File: src/rtl/hazard_control_unit.sv
// Pipeline hazard controller: load-use stalls, taken-branch flushes and
// multi-cycle multiply/divide freezes, plus a saturating stalled-cycle counter.
module hazard_control_unit #(
  parameter int unsigned MD_LATENCY = 4
) (
  input  logic        clk,
  input  logic        rst,
  input  logic [4:0]  Rs1,
  input  logic [4:0]  Rt1,
  input  logic        UsesRt1,
  input  logic        MemRead2,
  input  logic [4:0]  destreg2,
  input  logic        BranchTaken2,
  input  logic        MulDiv2,
  output logic        PCWrite,
  output logic        IFIDWrite,
  output logic        IDEXWrite,
  output logic        IFIDFlush,
  output logic        IDEXBubble,
  output logic        EXMEMBubble,
  output logic        MDBusy,
  output logic [15:0] StallCount
);

  localparam int unsigned CNT_W   = 4;
  localparam int unsigned STALL_W = 16;

  typedef enum logic {RUN, MD_BUSY} state_t;

  state_t             state, stateNext;
  logic [CNT_W-1:0]   mdcnt, mdcntNext;
  logic               postMd, postMdNext;
  logic               loadUse;

  assign loadUse = MemRead2 && (destreg2 != 5'd0) &&
                   ((destreg2 == Rs1) || (UsesRt1 && (destreg2 == Rt1)));

  // State register; postMd masks the still-held mul/div for one RUN cycle
  always_ff @(posedge clk or posedge rst) begin
    if (rst) begin
      state  <= RUN;
      mdcnt  <= '0;
      postMd <= 1'b0;
    end else begin
      state  <= stateNext;
      mdcnt  <= mdcntNext;
      postMd <= postMdNext;
    end
  end

  // Next-state and hazard outputs
  always_comb begin
    stateNext   = state;
    mdcntNext   = mdcnt;
    postMdNext  = 1'b0;
    PCWrite     = 1'b1;
    IFIDWrite   = 1'b1;
    IDEXWrite   = 1'b1;
    IFIDFlush   = 1'b0;
    IDEXBubble  = 1'b0;
    EXMEMBubble = 1'b0;
    MDBusy      = 1'b0;

    unique case (state)
      RUN: begin
        if (MulDiv2 && !postMd) begin
          PCWrite     = 1'b0;
          IFIDWrite   = 1'b0;
          IDEXWrite   = 1'b0;
          EXMEMBubble = 1'b1;
          stateNext   = MD_BUSY;
          mdcntNext   = CNT_W'(MD_LATENCY - 2);
        end else if (BranchTaken2) begin
          IFIDFlush  = 1'b1;
          IDEXBubble = 1'b1;
        end else if (loadUse) begin
          PCWrite    = 1'b0;
          IFIDWrite  = 1'b0;
          IDEXBubble = 1'b1;
        end
      end
      MD_BUSY: begin
        MDBusy      = 1'b1;
        PCWrite     = 1'b0;
        IFIDWrite   = 1'b0;
        IDEXWrite   = 1'b0;
        EXMEMBubble = 1'b1;
        if (mdcnt == '0) begin
          stateNext  = RUN;
          postMdNext = 1'b1;
        end else begin
          mdcntNext = mdcnt - CNT_W'(1);
        end
      end
      default: stateNext = RUN;
    endcase

    // Reset forces a safe pipeline: everything held and bubbled
    if (rst) begin
      PCWrite     = 1'b0;
      IFIDWrite   = 1'b0;
      IDEXWrite   = 1'b0;
      IFIDFlush   = 1'b1;
      IDEXBubble  = 1'b1;
      EXMEMBubble = 1'b1;
      MDBusy      = 1'b0;
    end
  end

  // Saturating count of cycles with the PC held
  always_ff @(posedge clk or posedge rst) begin
    if (rst) begin
      StallCount <= '0;
    end else if (!PCWrite && (StallCount != {STALL_W{1'b1}})) begin
      StallCount <= StallCount + STALL_W'(1);
    end
  end

endmodule

File: config.mk
export PLATFORM = sky130hd
export DESIGN_NAME = hazard_control_unit
export DESIGN_NICKNAME = d
export VERILOG_FILES = /design/src/rtl/hazard_control_unit.sv
export SDC_FILE = /design/constraint.sdc
export NUM_CORES = 1
export LEC_CHECK = 0
export CORE_MARGIN = 2
export CORE_UTILIZATION = 44
export DETAILED_ROUTE_END_ITERATION = 10
export PLACE_DENSITY = 0.86
export SLEW_MARGIN = 20
export SYNTH_ARGS = -nofsm -noshare
export SYNTH_HDL_FRONTEND = slang
export SYNTH_SLANG_ARGS = --single-unit
File: constraint.sdc
create_clock -name clk -period 2.6 [get_ports clk]
set_input_delay 0.65 -clock clk [delete_from_list [all_inputs] [get_ports clk]]
set_output_delay 0.65 -clock clk [all_outputs]
set_load 0.01 [all_outputs]
==> metrics.md <==
| Metric | Value |
|---|---|
| Status | `finished, final reports clean` |
| Synthesized flop and latch total | `22` |
| Cell taking the most area after synthesis | `dfrtp_1` |
| Initial Util | `45.5%` |
| Via count | `~1100` |
| Setup Skew | `between 0.005 and 0.006 ns` |
| DRC Markers | `0` |
| FF-to-FF path depth | `6` |
| Post-route antenna net violation count | `0` |
| Post-Syn Nets | `around 150` |
| Clock Path Buffers | `2` |
| Initial antenna violation count | `0` |
| Peak VDD IR | `658 uV` |
| Max Freq | `387 MHz` |
| Multi-input logic area | `roughly 630 sq um` |
| Worst r2r src | `StallCount[2]` |
| Post-detail-place hpwl | `2.32 mm` |
| Fin. Hold Viols | `0` |
| DR WL/cell | `approximately 14 microns` |
| Area of the core | `roughly 0.0027 sq mm` |
| First-pass GRT wire length | `approximately 4.9 mm` |
| Max-cap violations | `0` |
| Worst min path class | `register to register` |
| CP Capture Point | `PCWrite` |
| Max-slew headroom | `about 72%` |
| Number of global-route vias before repair | `1174` |
| Mapped Cells | `roughly 120` |
| Worst-Margin Slew | `between 0.4 and 0.5 ns` |
| Clock root cell | `clkbuf_4` |
| Worst setup SP type | `primary input` |
| GRT Overall Usage | `between 10% and 20%` |
| Chip width | `between 50 and 60 microns` |
| Max FO, Critical Path | `3` |
| H-tree depth | `1` |
| Remaining global-route overflow | `0` |
| Die footprint | `about 0.0032 sq mm` |
| Synth Cell Area | `~0.0012 sq mm` |
| RSZ-0062 raised after global routing | `yes` |
| Capturing point of the worst reg2reg path | `StallCount[1]` |
| Tot Pwr | `between 1 and 1.5 mW` |
| Vias/cell | `between 5 and 6` |
| Cell Pwr Density | `a little over 700 mW/mm^2` |
| Largest cells by area after synthesis | `dfrtp_1 (45%), xnor2_1 (9.3%), xor2_1 (8.6%)` |
| Synth warn | `0` |
| Diodes inserted | `0` |
| Share of the synthesized area in the top cell type | `between 40% and 50%` |
| # clock sinks | `22` |
| DR iter-0 viols | `33` |
| EDFF count, synth | `0` |
| Ys async rst share | `100%` |
| Io pins | `44` |
| Seq/Total Area, Yosys | `a little under half` |
| Area grow syn2layout | `47.6%` |
| Synth cell types | `34` |
| Die H | `56.7 microns` |
| Placer Congestion | `about 0.81` |
| Endpoint class of the critical path | `output pin` |
| Crit path from | `destreg2[1]` |
| DRT Pass-1 Iters | `4` |
| Fillers | `about 230` |
| Drt total wl | `2.93 mm` |
| Max-slew violations | `0` |
| Site row count | `19` |
| Layout cells sized above 1 | `21.0%` |
| Cts bufs inserted | `3` |
| CTS tree | `yes` |
| Final setup TNS | `0 ns` |
| Reg area | `about 550 sq um` |
| PortBufs | `between 40 and 50` |
| Largest net degree at the start of global routing | `23` |
| Most frequent cells in the layout | `clkdlybuf4s50_1 (25), dfrtp_1 (22), buf_4 (16)` |
| # setup viols final | `0` |
| Clock transition at path regs | `~0.11 ns` |
| CP required | `1.95 ns` |
| CTS Hold Buffers Added | `0` |
| Min Tclk post-route | `roughly 2.6 ns` |
| Commonest non-fill, non-tap cell in the layout | `clkdlybuf4s50_1` |
| CP Data Arrival Time | `around 1.9 ns` |
| Critical setup path kind | `primary input to output pin` |
| LEAKAGE | `between 0.8 and 0.9 nW` |
| Final #Nets | `just over 200` |
| FF-to-FF setup slack | `~0.54 ns` |
| Clk_lat worst skew | `0.30 ns` |
| Period utilisation layout | `99.3%` |
| Avg Cell Area, Syn | `approximately 10 sq um` |
| Most used DFF post-synth | `dfrtp_1` |
-- cell usage after synthesis, drive strengths merged, types with 3 or more instances --
library cell   n
dfrtp         22
buf            3
xor2          12
xnor2         13
nand3         11
nor2           5
nand2          6
nor4           3
o21ai          5
and3           6
nand4          4
inv            9
-- how the worst min path moves through the flow --
stage / from / to / cells past startpoint
floorplan: mdcnt[3] / mdcnt[3] / 1
global placement: mdcnt[3] / mdcnt[3] / 1
detailed placement: StallCount[14] / StallCount[14] / 1
CTS: StallCount[14] / StallCount[14] / 1
global route: StallCount[7] / StallCount[7] / 1
finish: StallCount[7] / StallCount[7] / 1
-- metal layers --
layer / GRT usage [%] / share of wire [%]
met5: 0 / 0
met4: 8.16 / 2.0
met3: 4.15 / 7.6
met2: 34.9 / 53
met1: 21.2 / 37
-- cells by family after synthesis --
logic type	after synthesis	share of synthesized area, %
buffers and inverters	12	4.20
adder cells (fa/ha/maj)	2	2.05
XOR/XNOR	25	17.9
flip-flops	22	45.1
AND/OR/NAND/NOR	47	22.7
multiplexers	1	0.922
AO/OA/AOI/OAI	13	7.07
-- per-stage QoR --
step / hold slack (ns) / util, % / setup slack, ns / instances / area, sq um
global route: 0.517 / 67.1 / -0.0404 / 212 / 1800
detailed placement: 0.490 / 65.9 / -0.688 / 206 / 1770
finish: 0.501 / 67.1 / 0.0192 / 212 / 1800
CTS: 0.506 / 66.9 / 0.00318 / 212 / 1800
global placement: 0.474 / 65.9 / -0.608 / 206 / 1770
floorplan: 0.456 / - / 0.0506 / 122 / 1220
-- power breakdown --
part / switching, mW / internal, mW / total [mW]
registers: 0.106 / 0.443 / 0.549
clock network: 0.0953 / 0.0540 / 0.149
logic: 0.267 / 0.331 / 0.598
-- flip-flops by register name, indices dropped and copies added, names as in the netlist --
name	cells
StallCount	16
mdcnt	4
postMd	1
state	1
-- what timing repair did --
action,in CTS,in global routing
buffers inserted,3,0
pin swaps,7,6
gates resized for setup,35,12
endpoints found under the setup margin,6,4
-- layout make-up --
class | count | area share [%]
Multi-Input combinational cell | 88 | 35.1
Sequential cell | 22 | 30.5
Timing Repair Buffer | 59 | 29.1
Tap cell | 31 | 2.15
Inverter | 9 | 1.87
Clock buffer | 3 | 1.25
-- critical path, cell delays in order --
cell and delay (ns):
buf_2 0.12, or4_1 0.55, o21ai_2 0.19, or2_4 0.14
o21ai_2 0.07, inv_2 0.10, buf_6 0.11
(Power assumes the default switching activity.)
